[config.mk]
export PLATFORM = sky130hd
export DESIGN_NAME = module_tick_generator
export DESIGN_NICKNAME = d
export VERILOG_FILES = /design/src/rtl/tick_gen_pkg.sv /design/src/rtl/module_tick_channel.sv /design/src/rtl/module_tick_generator.sv
export SDC_FILE = /design/constraint.sdc
export NUM_CORES = 1
export LEC_CHECK = 0
export ABC_AREA = 1
export CAP_MARGIN = 20
export CORE_MARGIN = 1
export CORE_UTILIZATION = 45
export CTS_BUF_LIST = sky130_fd_sc_hd__clkbuf_2
export CTS_CLUSTER_DIAMETER = 150
export DETAILED_ROUTE_END_ITERATION = 12
export GPL_ROUTABILITY_DRIVEN = 0
export GPL_TIMING_DRIVEN = 1
export PLACE_DENSITY = 0.63
export SYNTH_ARGS = -nofsm -noshare
export SYNTH_HDL_FRONTEND = slang
export SYNTH_HIERARCHICAL = 1
export SYNTH_SLANG_ARGS = --single-unit
[constraint.sdc]
create_clock -name clk_10Mhz_i -period 1.51 [get_ports clk_10Mhz_i]
set_input_delay 0.302 -clock clk_10Mhz_i [delete_from_list [all_inputs] [get_ports clk_10Mhz_i]]
set_output_delay 0.302 -clock clk_10Mhz_i [all_outputs]
set_load 0.02 [all_outputs]
[src/rtl/tick_gen_pkg.sv]
// rtl/tick_gen_pkg.sv - shared types and constants for the multi-channel tick generator
package tick_gen_pkg;

   typedef enum logic {MODE_PULSE, MODE_SQUARE} tick_mode_e;

   localparam int unsigned DEFAULT_TC_C = 999_999;
   localparam int unsigned MAX_CH_C     = 16;

   function automatic int unsigned sel_width(input int unsigned n);
      return (n > 1) ? int'($clog2(n)) : 1;
   endfunction

endpackage

[src/rtl/module_tick_channel.sv]
// rtl/module_tick_channel.sv - one tick channel: wrap counter, shadowed TC/mode, pulse or square output
module module_tick_channel
   import tick_gen_pkg::*;
#(
   parameter int unsigned      CNT_W  = 24,
   parameter logic [CNT_W-1:0] RST_TC = '1
) (
   input  logic             clk,
   input  logic             rst_n,
   input  logic             enable_i,
   input  logic             load_i,
   input  logic [CNT_W-1:0] tc_i,
   input  logic             mode_i,
   input  logic             sync_i,
   output logic             tick_o
);

   logic [CNT_W-1:0] cnt_q, cnt_d;
   logic [CNT_W-1:0] act_tc_q, act_tc_d;
   logic [CNT_W-1:0] sh_tc_q, sh_tc_d;
   tick_mode_e       act_mode_q, act_mode_d;
   tick_mode_e       sh_mode_q, sh_mode_d;
   logic             pend_q, pend_d;
   logic             tick_q, tick_d;
   logic             wrap;

   always_comb begin
      cnt_d      = cnt_q;
      act_tc_d   = act_tc_q;
      act_mode_d = act_mode_q;
      sh_tc_d    = sh_tc_q;
      sh_mode_d  = sh_mode_q;
      pend_d     = pend_q;
      tick_d     = tick_q;
      wrap       = (cnt_q == act_tc_q);

      if (load_i) begin
         sh_tc_d   = tc_i;
         sh_mode_d = tick_mode_e'(mode_i);
         pend_d    = 1'b1;
      end

      // Idle or restarted channels take a same-edge load straight into the active set.
      if (sync_i || !enable_i) begin
         cnt_d  = '0;
         tick_d = 1'b0;
         if (pend_d) begin
            act_tc_d   = sh_tc_d;
            act_mode_d = sh_mode_d;
            pend_d     = 1'b0;
         end
      end else if (wrap) begin
         cnt_d = '0;
         // A load landing on the wrap edge itself stays pending for the next wrap.
         if (pend_q) begin
            act_tc_d   = sh_tc_q;
            act_mode_d = sh_mode_q;
            pend_d     = load_i;
         end
         if (act_mode_d == MODE_PULSE) begin
            tick_d = 1'b1;
         end else if (act_mode_q != MODE_SQUARE) begin
            tick_d = 1'b0;
         end else begin
            tick_d = ~tick_q;
         end
      end else begin
         cnt_d = cnt_q + CNT_W'(1);
         if (act_mode_q == MODE_PULSE) begin
            tick_d = 1'b0;
         end
      end
   end

   always_ff @(posedge clk or negedge rst_n) begin
      if (!rst_n) begin
         cnt_q      <= '0;
         act_tc_q   <= RST_TC;
         act_mode_q <= MODE_PULSE;
         sh_tc_q    <= RST_TC;
         sh_mode_q  <= MODE_PULSE;
         pend_q     <= 1'b0;
         tick_q     <= 1'b0;
      end else begin
         cnt_q      <= cnt_d;
         act_tc_q   <= act_tc_d;
         act_mode_q <= act_mode_d;
         sh_tc_q    <= sh_tc_d;
         sh_mode_q  <= sh_mode_d;
         pend_q     <= pend_d;
         tick_q     <= tick_d;
      end
   end

   assign tick_o = tick_q;

endmodule

[src/rtl/module_tick_generator.sv]
// rtl/module_tick_generator.sv - multi-channel programmable tick/clock generator top
module module_tick_generator
   import tick_gen_pkg::*;
#(
   parameter  int unsigned NUM_CH     = 4,
   parameter  int unsigned CNT_W      = 24,
   parameter  int unsigned DEFAULT_TC = DEFAULT_TC_C,
   localparam int unsigned SEL_W      = sel_width(NUM_CH)
) (
   input  logic              clk_10Mhz_i,
   input  logic              reset_n_i,
   input  logic [NUM_CH-1:0] enable_i,
   input  logic              load_i,
   input  logic [SEL_W-1:0]  ch_sel_i,
   input  logic [CNT_W-1:0]  tc_i,
   input  logic              mode_i,
   input  logic              sync_i,
   output logic [NUM_CH-1:0] tick_o
);

   for (genvar i = 0; i < NUM_CH; i++) begin : g_ch
      logic ch_load;

      // Only indices below NUM_CH can match, so out-of-range selects fall through.
      assign ch_load = load_i && (ch_sel_i == SEL_W'(i));

      module_tick_channel #(
         .CNT_W  (CNT_W),
         .RST_TC (CNT_W'(DEFAULT_TC))
      ) u_ch (
         .clk      (clk_10Mhz_i),
         .rst_n    (reset_n_i),
         .enable_i (enable_i[i]),
         .load_i   (ch_load),
         .tc_i     (tc_i),
         .mode_i   (mode_i),
         .sync_i   (sync_i),
         .tick_o   (tick_o[i])
      );
   end

endmodule

-- After elaboration in Yosys (flattened, before gate mapping)
Cells that the tools add are included.
- word-level logic and storage cells: 172
- bits in registers: 304
- bits of input ports: 35
- bitwise gates (word level): 4
- add/subtract/negate cells: 4
- multiplexer cells: 92
- equality and inequality tests: 15
- reductions and logical operators: 29
- operators by type and width (operator ; count):
    $mux W24 ; 28
    $add A24 B1 Y24 const B ; 4
    $eq A24 B24 Y1 ; 4
    $mux W1 ; 64
    $reduce_bool A2 Y1 ; 8
    $ne A3 B3 Y1 const B ; 4
    $reduce_and A3 Y1 ; 4
    $ne A2 B1 Y1 const B ; 4
    $reduce_and A2 Y1 ; 4
    $eq A2 B2 Y1 const B ; 2
    $logic_and A1 B1 Y1 ; 4
    $logic_not A1 Y1 ; 4
    $logic_or A1 B1 Y1 ; 4
    $not A1 Y1 ; 4
    $eq A2 B1 Y1 const B ; 1
    $logic_not A2 Y1 ; 1

-- Longest topological paths before layout
- depth in word-level cells: 6
- depth in mapped cells: 12
- mapped depth without buffers: 11

-- Modules after synthesis
Netlist, hierarchy kept.
- by module, submodules not included (module ; area each (um2) ; times used ; cells each ; sequential area each (um2)):
    module_tick_channel ; 4209.0 ; 4 ; 587 ; 1931.9
    module_tick_generator ; 30.0 ; 1 ; 8 ; 0.0

-- Worst setup path before layout
No wires, ideal clock.
- path type: register to register
- start point: register g_ch[0].u_ch.act_tc_q[18]
- end point: register g_ch[0].u_ch.act_tc_q[10]
- arrival: 1.427 ns
- path buffers: 1
- setup slack: -0.034 ns
- stages on the path, launching flop included: 13
- clock period less this slack: 1.544 ns
- library setup time: 0.117 ns
- cell sequence: dfstp_2 inv_1 nand2_1 nand2_1 nor2_1 nand2_1 nor2_1 nand3_2 nand2_4 nand3_4 buf_6 nand2_1 nand2_1
- cells in the longest elaborated chain, start to end: 3
- RTL lines (what ; RTL line ; source):
    start: declaration ; module_tick_channel.sv:19 ; logic [CNT_W-1:0] act_tc_q, act_tc_d;
    start signal: assignment ; module_tick_channel.sv:86 ; act_tc_q <= act_tc_d;
    $eq A24 B24 Y1 ; module_tick_channel.sv:35 ; wrap = (cnt_q == act_tc_q);
    $reduce_bool A2 Y1 (no source line) ; n/a ;
    $reduce_and A3 Y1 (no source line) ; n/a ;
No other way between the ends.
A chain may end at the register's enable or synchronous reset.

-- Worst setup path in the final report
- start point: register g_ch[3].u_ch.act_tc_q[1]
- end point: register g_ch[3].u_ch.cnt_q[23]
- cells in the longest elaborated chain, start to end: 3
- RTL lines (what ; RTL line ; source):
    start: declaration ; module_tick_channel.sv:19 ;
    start signal: assignment ; module_tick_channel.sv:86 ;
    $eq A24 B24 Y1 ; module_tick_channel.sv:35 ;
    $mux W24 ; module_tick_channel.sv:52 ; end else if (wrap) begin
    $mux W24 ; module_tick_channel.sv:44 ; if (sync_i || !enable_i) begin
    named net g_ch[3].u_ch.cnt_d[23] ; module_tick_channel.sv:18 ; logic [CNT_W-1:0] cnt_q, cnt_d;
    end signal: assignment ; module_tick_channel.sv:85 ; cnt_q <= cnt_d;
    end: declaration ; module_tick_channel.sv:18 ;
The timed path passes the listed nets, and every way through them passes these cells.

==> results.toml <==
[synthesis]
ys_warn_count = 6
ys_seq_elements = 304
ys_seq_area_frac = 0.4582
synth_top_area_frac = 0.3086
synth_edf_count = 0
ys_top_cells_by_count = "nand2_1, dfrtp_1, nor2_1, inv_1, nand4_1"
syn_nets = 2395
synth_area_leaders = "dfrtp_1, nand2_1, dfstp_2, nand4_1, nor2_1"
avgSynthCellArea_um2 = 7.159
yosysMostFrequentCell = "nand2_1"
ys_async_sr_fraction = 1.000
synth_flop_cell = "dfrtp_1"
syn_area_mm2 = 0.01687
syn_inst = 2356
ys_types = 30
synth_top_area_cell = "dfrtp_1"

[setup_path]
reg2reg_slack_ns = -0.37
end_kind = "flip-flop"
regToRegStartpoint = "g_ch[3].u_ch/act_tc_q[1]"
r2r_end = "g_ch[3].u_ch/cnt_q[23]"
rr_worst_depth = 12
startpoint_type = "flip-flop"
crit_fanout = 8
crit_type = "flip-flop to flip-flop"
crit_arrival_ns = 2.68
worst_ep_required_time_ns = 2.31

[place]
placed_cells = 3183
dpl.hpwl_mm = 32.64
port_buffers = 38

[detailed_routing]
via_per_inst = 5.006
first_iter_violations = 897
firstDrtPassIters = 8
wl_mm = 51.46
drcViolationCount = 0
vias = 17281
routedWlPerCell_um = 14.91
ant_nets = 0

[worst_hold_path]
hp-class = "primary input to flip-flop"
min_to = "g_ch[0].u_ch/sh_tc_q[21]"
timing.hold.worst_path_depth = 4
min_from = "tc_i[21]"

[power]
powerDensity_mw_per_mm2 = 933.1
vdd_drop_max_mv = 0.6388
p_sw_frac = 0.3426
power_frac_seq = 0.458
intPower_mw = 14.99
p_switching_mw = 7.815
p_leak_nw = 12.31
p_comb_frac = 0.264
clkPwrFrac = 0.278

[floorplan]
die_h_um = 195.6
start_util = 0.4585
core-area_mm2 = 0.03679
dieArea_mm2 = 0.03826
die_w_um = 195.6
ios = 39
row_count = 70

[global_routing]
grt.overflow.total = 0
grt_max_degree = 52
grt_usage = 0.2706
antenna_found_initial = 1
grt_pass1_vias = 17235
grt_first_pass_wirelength_mm = 83.12

[cts]
clkTransAtPathRegs_ns = 0.10
insertion_delay_ns = 0.96
clk_root_buffer_cell = "clkbuf_2"
cts_buffers = 83
htreeDepth = 3
tritoncts = "done"
cts.sinks = 304
clockBufferDepth = 3

[finish]
final_cells = 3452
nets = 2952
syn_to_final_growth_pct = 44.93
final_layout_size_suffix_gt1_frac = 0.3600

[sta]
relSlewSlack = 0.3960
max_freq_mhz = 531.9
setup_viol = 208
fin_ws_ns = -0.3702
worst_pin_slew_ns = 0.9030
final.period_utilization = 1.245
finalHoldViolations = 0
slew_violations = 0
rsz0062_at_grt = "true"
fin_crit_ns = 1.880
clock_skew_ns = 0.05687
whs_ns = 0.1321

[run_status]
violations = "setup timing"
status = "complete, but fails checks"

[flow_run]
maxCapViolCount = 0
-- layer usage --
layer / vias up / global-route usage / routed length (µm)
li1: 8475 / - / -
met1: 8194 / 0.3528 / 21880
met2: 498 / 0.4454 / 24880
met3: 114 / 0.05769 / 3368
met4: 0 / 0.09361 / 1331
met5: - / 0 / 0
-- power by group through the flow --
stage	Clock (mW)	Combinational (mW)	Sequential, mW
2_1_floorplan	0	2.88	10.3
3_5_place_dp	0	4.97	10.5
6_report	6.35	6.02	10.4
4_1_cts	6.54	5.64	10.4
3_3_place_gp	0	4.84	10.5
5_1_grt	6.98	6.73	10.6
-- final cells by class --
type,count,area [µm²]
fill,3004,12340
multi-input combinational,1754,9051
sequential,304,7729
timing repair buffer,548,5433
inverter,222,833.3
clock buffer,129,645.6
tap,468,585.6
clock inverter,26,163.9
antenna,1,2.502
-- logic make-up after synthesis --
kind of cell / count (synthesis) / synth area share
fa+ha+maj: 4 / 0.002967
compound gates: 60 / 0.01810
buf+inv: 310 / 0.07730
simple gates: 1614 / 0.4102
flops: 304 / 0.4582
xor+xnor: 64 / 0.03323
-- worst max-delay path, stage by stage (launching register included) --
cell	delay (ns)
dfstp_2	0.54
inv_2	0.03
nand2_1	0.04
nand2_1	0.04
nor2_1	0.12
nand2_1	0.11
nor2_2	0.11
nand3_2	0.12
nand2_4	0.14
buf_12	0.15
buf_12	0.16
buf_12	0.13
a21oi_2	0.03
-- flip-flops by register name, indices dropped and copies added (netlist names) --
register,count
g_ch.u_ch/sh_mode_q,4
g_ch.u_ch/act_tc_q,96
g_ch.u_ch/cnt_q,96
g_ch.u_ch/act_mode_q,4
g_ch.u_ch/pend_q,4
g_ch.u_ch/tick_o,4
g_ch.u_ch/sh_tc_q,96
-- layout by cell type, fill, tap and decap left out, drive strengths merged --
cell and n:
nor3 56, nand4 116, nor2 212, ha 4
clkinv 23, nand2 1193, o21ai 28, a21oi 28
clkinvlp 3, dfstp 96, clkdlybuf4s50 33, nand3 37
xor2 60, inv 220, buf 494, clkbuf 130
diode 1, dfrtp 208, xnor2 4, dlygate4sd3 20
nor4 4, o22ai 4, bufinv 2, nor3b 8
-- timing repair --
item,CTS,global route
cloned,30,1
pin swaps,97,108
resized for setup,207,214
setup endpoints to repair,208,286
endpoints found under the hold margin,328,45
setup buffers,52,34
hold buffers,20,2
-- worst max path at each step --
stage | from | slack, ns | to
finish | g_ch[3].u_ch/act_tc_q[1] | -0.37 | g_ch[3].u_ch/cnt_q[23]
global route | g_ch[1].u_ch/act_tc_q[1] | -0.47 | g_ch[1].u_ch/act_tc_q[10]
CTS | g_ch[3].u_ch/tick_o | -0.42 | tick_o[3]
detailed placement | sync_i | -0.53 | g_ch[1].u_ch/act_tc_q[15]
global placement | ch_sel_i[1] | -0.46 | g_ch[2].u_ch/act_tc_q[15]
floorplan | g_ch[0].u_ch/act_tc_q[17] | -0.02 | g_ch[0].u_ch/act_tc_q[10]
-- stage by stage --
step                TNS, ns  setup WS, ns  power, mW  cell area [µm²]  utilization
global placement     -73.73       -0.4621      15.32            21120       0.5742
finish               -55.14       -0.3702      22.81            24440       0.6645
CTS                  -54.04       -0.4170      22.57            23820       0.6475
detailed placement   -76.68       -0.5287      15.48            21120       0.5742
floorplan            -1.053      -0.02393      13.19            16970            -
global route         -76.29       -0.4666      24.29            24440       0.6645
Power figures use the tool's default switching activity.
